`src/rtl/dpram_burst_reader_if.sv`:
```
// dpram_burst_reader_if: valid/ready word stream carrying burst data and an end-of-burst marker
interface dpram_burst_reader_if #(
  parameter int DATA_W = 32
);
  logic m_valid;
  logic m_ready;
  logic m_last;
  logic [DATA_W-1:0] m_data;
  modport master(output m_valid, m_data, m_last, input m_ready);
  modport slave(input m_valid, m_data, m_last, output m_ready);
endinterface

```
`src/rtl/dpram_burst_reader.sv`:
```
// dpram_burst_reader: dual-port RAM burst fetcher serialising onto a valid/ready stream; DPRAM_BURST_READER_WORD_COUNT_EN adds word_count
module dpram_burst_reader #(
  parameter int DATA_W = 32,
  parameter int ADDR_W = 5,
  parameter int FIFO_DEPTH = 4
) (
  input  logic clk,
  input  logic reset,
  input  logic start,
  input  logic [ADDR_W-1:0] base_addr,
  input  logic [ADDR_W-1:0] len_m1,
  output logic busy,
  output logic done,
  output logic [ADDR_W-1:0] addr_out_0,
  output logic [ADDR_W-1:0] addr_out_1,
  output logic port_en_0,
  output logic port_en_1,
  input  logic [DATA_W-1:0] data_out_0,
  input  logic [DATA_W-1:0] data_out_1,
`ifdef DPRAM_BURST_READER_WORD_COUNT_EN
  output logic [15:0] word_count,
`endif
  dpram_burst_reader_if.master m
);
  localparam int PW = $clog2(FIFO_DEPTH);
  typedef enum logic [1:0] {IDLE, FETCH, DRAIN} state_t;
  state_t state, state_nxt;
  logic [ADDR_W-1:0] rd_ptr, addr_q0, addr_q1;
  logic [ADDR_W:0] issue_left, out_left;
  logic iss0_q, iss1_q, pop;
  logic [1:0] n_iss, n_push;
  logic [PW:0] cnt;
  logic [PW-1:0] wp, hp;
  logic [PW+1:0] occ;
  logic [DATA_W-1:0] mem [FIFO_DEPTH];

  assign n_push = {1'b0, iss0_q} + {1'b0, iss1_q};
  assign occ = {1'b0, cnt} + (PW+2)'(n_push);
  assign pop = m.m_valid & m.m_ready;
  assign m.m_valid = cnt != '0;
  assign m.m_data = m.m_valid ? mem[hp] : '0;
  assign m.m_last = m.m_valid && out_left == (ADDR_W+1)'(1);

  // Issue reads only while FIFO plus in-flight words leave room for two more; status and next state
  always_comb begin
    state_nxt = state;
    port_en_0 = state == FETCH && occ <= (PW+2)'(FIFO_DEPTH - 2);
    port_en_1 = port_en_0 && issue_left > (ADDR_W+1)'(1);
    n_iss = {1'b0, port_en_0} + {1'b0, port_en_1};
    addr_out_0 = port_en_0 ? rd_ptr : addr_q0;
    addr_out_1 = port_en_1 ? rd_ptr + ADDR_W'(1) : addr_q1;
    done = state == DRAIN && out_left == '0;
    busy = state != IDLE && !done;
    if (state == IDLE && start) state_nxt = FETCH;
    if (state == FETCH && issue_left == (ADDR_W+1)'(n_iss)) state_nxt = DRAIN;
    if (done) state_nxt = IDLE;
  end

  // State register
  always_ff @(posedge clk) state <= reset ? IDLE : state_nxt;

  // Burst counters, held addresses, issue flags and FIFO pointers
  always_ff @(posedge clk) begin
    if (reset) begin
      rd_ptr <= '0;
      issue_left <= '0;
      out_left <= '0;
      addr_q0 <= '0;
      addr_q1 <= '0;
      iss0_q <= 1'b0;
      iss1_q <= 1'b0;
      cnt <= '0;
      wp <= '0;
      hp <= '0;
    end else begin
      iss0_q <= port_en_0;
      iss1_q <= port_en_1;
      addr_q0 <= addr_out_0;
      addr_q1 <= addr_out_1;
      wp <= wp + PW'(n_push);
      hp <= hp + PW'(pop);
      cnt <= cnt + (PW+1)'(n_push) - (PW+1)'(pop);
      if (state == IDLE && start) begin
        rd_ptr <= base_addr;
        issue_left <= {1'b0, len_m1} + (ADDR_W+1)'(1);
        out_left <= {1'b0, len_m1} + (ADDR_W+1)'(1);
      end else begin
        rd_ptr <= rd_ptr + ADDR_W'(n_iss);
        issue_left <= issue_left - (ADDR_W+1)'(n_iss);
        out_left <= out_left - (ADDR_W+1)'(pop);
      end
    end
  end

  // Capture registered RAM data one cycle after issue; port 1 only issues alongside port 0
  always_ff @(posedge clk) begin
    if (iss0_q) mem[wp] <= data_out_0;
    if (iss1_q) mem[wp + PW'(1)] <= data_out_1;
  end

`ifdef DPRAM_BURST_READER_WORD_COUNT_EN
  // Count accepted stream words since reset
  always_ff @(posedge clk) word_count <= reset ? 16'd0 : word_count + 16'(pop);
`endif
endmodule

```
`src/flat_wrapper.sv`:
```
// flat-port wrapper written by rule: the top's interface ports become plain ports
module dpram_burst_reader_flat 
#(
  parameter int DATA_W = 32,
  parameter int ADDR_W = 5,
  parameter int FIFO_DEPTH = 4
)
  (clk, reset, start, base_addr, len_m1, busy, done, addr_out_0, addr_out_1, port_en_0, port_en_1, data_out_0, data_out_1, m_m_valid, m_m_data, m_m_last, m_m_ready);
  dpram_burst_reader_if #(.DATA_W(DATA_W)) m_i ();
  input  logic clk;
  input  logic reset;
  input  logic start;
  input  logic [ADDR_W-1:0] base_addr;
  input  logic [ADDR_W-1:0] len_m1;
  output logic busy;
  output logic done;
  output logic [ADDR_W-1:0] addr_out_0;
  output logic [ADDR_W-1:0] addr_out_1;
  output logic port_en_0;
  output logic port_en_1;
  input  logic [DATA_W-1:0] data_out_0;
  input  logic [DATA_W-1:0] data_out_1;
  output wire logic [$bits(m_i.m_valid)-1:0] m_m_valid;
  output wire logic [$bits(m_i.m_data)-1:0] m_m_data;
  output wire logic [$bits(m_i.m_last)-1:0] m_m_last;
  input wire logic [$bits(m_i.m_ready)-1:0] m_m_ready;
  assign m_m_valid = m_i.m_valid;
  assign m_m_data = m_i.m_data;
  assign m_m_last = m_i.m_last;
  assign m_i.m_ready = m_m_ready;
  dpram_burst_reader #(.DATA_W(DATA_W), .ADDR_W(ADDR_W), .FIFO_DEPTH(FIFO_DEPTH)) u_core (.clk(clk), .reset(reset), .start(start), .base_addr(base_addr), .len_m1(len_m1), .busy(busy), .done(done), .addr_out_0(addr_out_0), .addr_out_1(addr_out_1), .port_en_0(port_en_0), .port_en_1(port_en_1), .data_out_0(data_out_0), .data_out_1(data_out_1), .m(m_i));
endmodule
```
`config.mk`:
```
export PLATFORM = sky130hd
export DESIGN_NAME = dpram_burst_reader_flat
export DESIGN_NICKNAME = d
export VERILOG_FILES = /design/src/rtl/dpram_burst_reader_if.sv /design/src/rtl/dpram_burst_reader.sv /design/src/flat_wrapper.sv
export SDC_FILE = /design/constraint.sdc
export NUM_CORES = 1
export LEC_CHECK = 0
export CAP_MARGIN = 30
export CORE_ASPECT_RATIO = 0.5
export CORE_MARGIN = 10
export CORE_UTILIZATION = 40
export CTS_BUF_LIST = sky130_fd_sc_hd__clkbuf_2 sky130_fd_sc_hd__clkbuf_4 sky130_fd_sc_hd__clkbuf_8
export DETAILED_ROUTE_END_ITERATION = 10
export PLACE_DENSITY = 0.59
export SLEW_MARGIN = 10
export SYNTH_ARGS = -nofsm -noshare
export SYNTH_HDL_FRONTEND = slang
export SYNTH_SLANG_ARGS = --single-unit
```
`constraint.sdc`:
```
create_clock -name clk -period 5.04 [get_ports clk]
set_clock_uncertainty 0.1 [all_clocks]
set_input_delay 1.008 -clock clk [delete_from_list [all_inputs] [get_ports clk]]
set_output_delay 1.008 -clock clk [all_outputs]
set_load 0.01 [all_outputs]
```
# Yosys cells after proc, flatten, opt, wreduce, memory -nomap -nowiden
# Memory sizes are Yosys's and may differ from the RTL's. A register that Yosys moved wholly into a read port is not among the register bits.
# Index checks and enable logic that the tools add are counted.
[totals]
register_bits = 38
ramBits = 128
inputBits = 78
word_cells = 61
mem_count = 1
[mem_list]
columns = ["memory", "depth", "word_bits", "read_ports", "rd_clocked_by_memory_dff", "wr", "line_no", "source"]
rows = [
  ["u_core.mem", 4, 32, 1, 1, 2, "dpram_burst_reader.sv:35", "logic [DATA_W-1:0] mem [FIFO_DEPTH];"],
]
[classes]
add_sub_neg = 13
n_lt_le_gt_ge = 2
eq_ne = 4
mux = 13
n_bitwise = 1
reduce_logical = 15
[op_table]
columns = ["operator", "count"]
rows = [
  ["$mux W32", 1],
  ["$mux W5", 3],
  ["$mux W6", 2],
  ["$logic_and A1 B1 Y1", 7],
  ["$add A5 B1 Y6 const B", 1],
  ["$eq A6 B1 Y1 const B", 1],
  ["$eq A6 B2 Y1", 1],
  ["$gt A6 B1 Y1 const B", 1],
  ["$logic_not A6 Y1", 1],
  ["$mux W2", 3],
  ["$sub A6 B1 Y6", 1],
  ["$sub A6 B2 Y6", 1],
  ["$add A5 B1 Y5 const B", 1],
  ["$add A5 B2 Y5", 1],
  ["$add A1 B1 Y2", 2],
  ["$add A3 B2 Y4", 1],
  ["$le A4 B2 Y1 const B", 1],
  ["$mux W1", 4],
  ["$reduce_bool A2 Y1", 2],
  ["$add A3 B2 Y3", 1],
  ["$reduce_bool A3 Y1", 1],
  ["$reduce_or A3 Y1", 1],
  ["$sub A3 B1 Y3", 1],
  ["$add A2 B1 Y2", 1],
  ["8 further kinds", 8],
]

# Depth between registers and ports, before layout
[logic_depth]
depth_word = 9
depth_mapped = 14
mapped_depth_nobuf = 13

# Least setup slack after synthesis
# No wires, ideal clock.
[synth_path]
path_kind = "flip-flop to output port"
start = "register u_core.iss1_q"
end = "output port addr_out_1[0]"
arrival_time_ps = 2780
setup_slack_ps = 1152
path_stages_with_launch = 10
n_path_buf = 0
cell_sequence = "dfxtp_1 -> ha_1 -> ha_1 -> inv_1 -> fa_1 -> nand2b_1 -> nand4b_2 -> nor3_1 -> inv_1 -> mux2i_1"
[synth_via]
elab_chain_len = 6
[synth_lines]
columns = ["element", "line_no", "source"]
rows = [
  ["from (decl)", "dpram_burst_reader.sv:30", "logic iss0_q, iss1_q, pop;"],
  ["from (signal assigned)", "dpram_burst_reader.sv:77", "iss1_q <= port_en_1;"],
  ["$add A1 B1 Y2", "dpram_burst_reader.sv:37", "assign n_push = {1'b0, iss0_q} + {1'b0, iss1_q};"],
  ["$add A3 B2 Y4", "dpram_burst_reader.sv:38", "assign occ = {1'b0, cnt} + (PW+2)'(n_push);"],
  ["$le A4 B2 Y1", "dpram_burst_reader.sv:47", "port_en_0 = state == FETCH && occ <= (PW+2)'(FIFO_DEPTH - 2);"],
  ["$logic_and A1 B1 Y1", "dpram_burst_reader.sv:47", ""],
  ["$logic_and A1 B1 Y1", "dpram_burst_reader.sv:48", "port_en_1 = port_en_0 && issue_left > (ADDR_W+1)'(1);"],
  ["net port_en_1", "flat_wrapper.sv:20", "output logic port_en_1;"],
  ["$mux W5", "dpram_burst_reader.sv:51", "addr_out_1 = port_en_1 ? rd_ptr + ADDR_W'(1) : addr_q1;"],
  ["to (decl)", "flat_wrapper.sv:18", "output logic [ADDR_W-1:0] addr_out_1;"],
]
# The timed path passes the listed nets, and every way through them passes these cells.

# Worst setup path after layout
[layout_path]
start = "register u_core.iss1_q"
end = "output port addr_out_1[0]"
[layout_via]
elab_chain_len = 6
[layout_lines]
columns = ["element", "line_no"]
rows = [
  ["$add A1 B1 Y2", "dpram_burst_reader.sv:37"],
  ["$add A3 B2 Y4", "dpram_burst_reader.sv:38"],
  ["$le A4 B2 Y1", "dpram_burst_reader.sv:47"],
  ["$logic_and A1 B1 Y1", "dpram_burst_reader.sv:47"],
  ["$logic_and A1 B1 Y1", "dpram_burst_reader.sv:48"],
  ["$mux W5", "dpram_burst_reader.sv:51"],
]
# Every way passes these cells.

==> summary.txt <==
Placed design
  • I/O Buffers: 125
  • Final Wtd Congestion: 0.7567
  • Hpwl dp: 13410 um

Timing
  • Final hold violation count: 0
  • Final setup vio count: 0
  • Hold WS: 384.3 ps
  • Final period util: 90.15%
  • Fmax: 0.2201 GHz
  • Actual slew at the worst max-slew pin: 707.8 ps
  • Setup tns final: 0 ps
  • Crit path time final: 4544 ps
  • Max Slew Vio Count: 0
  • Unrepaired setup endpoints after global routing: false
  • Max-slew headroom: 52.64%

Detailed routing
  • DR WL/cell: 20.30 um
  • Vias per cell: 5.211
  • Initial DRC Count: 417
  • Detailed Route WL: 20280 um
  • DRC viols: 0
  • Via Count: 5206
  • DRT antenna net count: 0
  • DR pass1 iterations: 4

Power
  • Cell Pwr Density: 414.6 nW/um^2
  • Total power after layout: 4.352 mW
  • Leak: 3.551 nW
  • VDD IR max: 215.2 uV

CTS
  • Cts repair resizes: 0
  • CTS HTree Levels: 4
  • Clock buffer depth: 2
  • CTS clk-pin slew, worst paths: 80 ps
  • Sink Count: 166
  • Buffers inserted by post-CTS timing repair: 0
  • Root buf cell: clkbuf_8
  • CTS tree: built
  • Num CTS Buffers: 17
  • Clock Latency Late Sink: 450 ps
  • Cts hold-fix bufs: 0

Final layout
  • Share of layout cells above drive strength 1: 30.99%
  • Final #Nets: 811
  • Area growth syn-to-layout: 24.41%
  • N_diodes: 0

Critical path
  • Max FO, Critical Path: 10
  • WP data arrival: 3440 ps
  • Worst r2r dst: u_core.rd_ptr[4]$_SDFF_PP0_
  • Critical Path End Type: primary output
  • CP Launch Point: u_core.iss1_q$_SDFF_PP0_
  • R2R depth: 13
  • CP Launch Type: register
  • FF-to-FF Start: u_core.iss1_q$_SDFF_PP0_
  • Kind of critical path: register to primary output
  • R2r setup slk: 1590 ps
  • Worst Path Required: 3930 ps
  • End of the critical path: addr_out_1[0]

Synthesis
  • Ys flop type: edfxtp_1
  • Synth Area per Inst: 14.40 um^2
  • FF+latch count, synth: 166
  • Cells after Synth: 586
  • Post-synth EDFFs: 128
  • Mapped cell area: 8437 um^2
  • Sequential area share after synthesis: 54.58%
  • Synth top area share: 45.56%
  • Top post-synthesis cells by count: edfxtp_1, mux2_2, dfxtp_1, nor2b_1, mux4_2
  • Post-synth ARST share: 0%
  • Yosys top cell by area: edfxtp_1
  • Yosys warns: 0
  • Synthesized Nets: 684
  • Count leader, synth: edfxtp_1
  • Synth area leaders: edfxtp_1, mux2_2, dfxtp_1
  • Post-synth cell types: 41

Die
  • Core Box Area: 20650 um^2
  • Die Y: 122.7 um
  • Die X: 225.4 um
  • Standard-cell row count: 37
  • Initial Util: 40.86%
  • Die ar.: 27650 um^2
  • Io pins: 126

Min path
  • Hold WC Path Type: register to register
  • Hold Path Stages: 2

GRT
  • Vias in the first global route: 5644
  • Initial antenna violation count: 0
  • GRT Total Usage: 14.97%
  • Largest net degree at the start of global routing: 35
  • Global-route wire length before repair: 31930 um
  • GR Overflow Total: 0

Run status
  • Status: finished, final reports clean

Flow run
  • Max cap viols: 0
==> where the power goes <==
| group | switching, mW | internal, mW |
|---|---|---|
| clock network | 0.525 | 0.441 |
| logic | 0.747 | 0.866 |
| registers | 0.123 | 1.65 |
| total | 1.40 | 2.96 |
==> layer usage <==
metal / part of all wire, % / vias to the layer above / GRT usage, %
li1: - / 2469 / -
met1: 45 / 2648 / 18.30
met2: 51 / 76 / 26.45
met3: 3.8 / 13 / 3.071
met4: 1.0 / 0 / 4.528
met5: 0 / - / 0
==> cells by family (layout without fill, tap and decap cells) <==
group | count (synthesis) | in the layout | share of synthesized area, %
fa+ha+maj | 20 | 20 | 3.322
compound gates | 48 | 48 | 3.411
mux | 163 | 163 | 25.98
buf+inv | 53 | 193 | 2.744
simple gates | 114 | 114 | 7.682
xor+xnor | 22 | 22 | 2.284
flops | 166 | 166 | 54.58
==> metrics by stage <==
stage	std cells	setup slack [ps]	utilization, %	area (um^2)
2_1_floorplan	586	1152	-	8437
3_3_place_gp	962	1023	48.58	10030
3_5_place_dp	966	953.7	48.91	10100
4_1_cts	998	445.9	50.78	10490
5_1_grt	999	207.8	50.84	10500
6_report	999	496.5	50.84	10500
==> worst min path at each step <==
stage               slack [ps]                    startpoint                           end
floorplan                  350  u_core.addr_q1[0]$_SDFF_PP0_  u_core.addr_q1[0]$_SDFF_PP0_
global placement           360  u_core.addr_q1[0]$_SDFF_PP0_  u_core.addr_q1[0]$_SDFF_PP0_
detailed placement         370  u_core.addr_q1[0]$_SDFF_PP0_  u_core.addr_q1[0]$_SDFF_PP0_
CTS                        380  u_core.addr_q1[0]$_SDFF_PP0_  u_core.addr_q1[0]$_SDFF_PP0_
global route               410  u_core.addr_q1[0]$_SDFF_PP0_  u_core.addr_q1[0]$_SDFF_PP0_
finish                     380  u_core.addr_q1[0]$_SDFF_PP0_  u_core.addr_q1[0]$_SDFF_PP0_
==> area by class of cell <==
class / count / area, um^2
sequential: 166 / 4607
fill: 1781 / 10150
timing repair buffer: 142 / 1433
tap: 273 / 341.6
clock inverter: 15 / 152.6
clock buffer: 17 / 234.0
inverter: 19 / 71.32
multi-input combinational: 367 / 3657
==> state kept, by name (all words and copies together) (netlist names), 3 cells and up <==
register,count
u_core.cnt,3
u_core.issue_left,6
u_core.rd_ptr,5
u_core.addr_q0,5
u_core.mem,128
u_core.addr_q1,5
u_core.out_left,6
==> worst max-delay path, cell delays in order, from the launching register on <==
cell	delay [ps]
dfxtp_1	360
ha_1	340
ha_1	170
inv_1	50
fa_1	460
nand2b_1	120
nand4b_2	240
nor3_1	250
buf_4	180
inv_1	80
mux2i_1	160
clkdlybuf4s50_1	560
==> cell usage in the layout, fill, tap and decap left out, drive strengths merged, types with 2 or more instances in the layout <==
master	instances
edfxtp	128
mux2	128
clkdlybuf4s50	125
nor2b	38
dfxtp	38
mux4	32
nor2	22
inv	22
a21oi	18
clkbuf	17
buf	17
ha	16
xnor2	15
nand2	14
nand3	12
o21ai	9
xor2	7
a211oi	7
nor3	7
a31oi	5
nor4	5
clkinvlp	5
clkinv	5
o21bai	4
fa	4
nand2b	3
mux2i	3
or3	3
nand4	2
o31ai	2
and3	2
a21boi	2
bufinv	2
No activity file was read; power rests on OpenSTA's default activity.
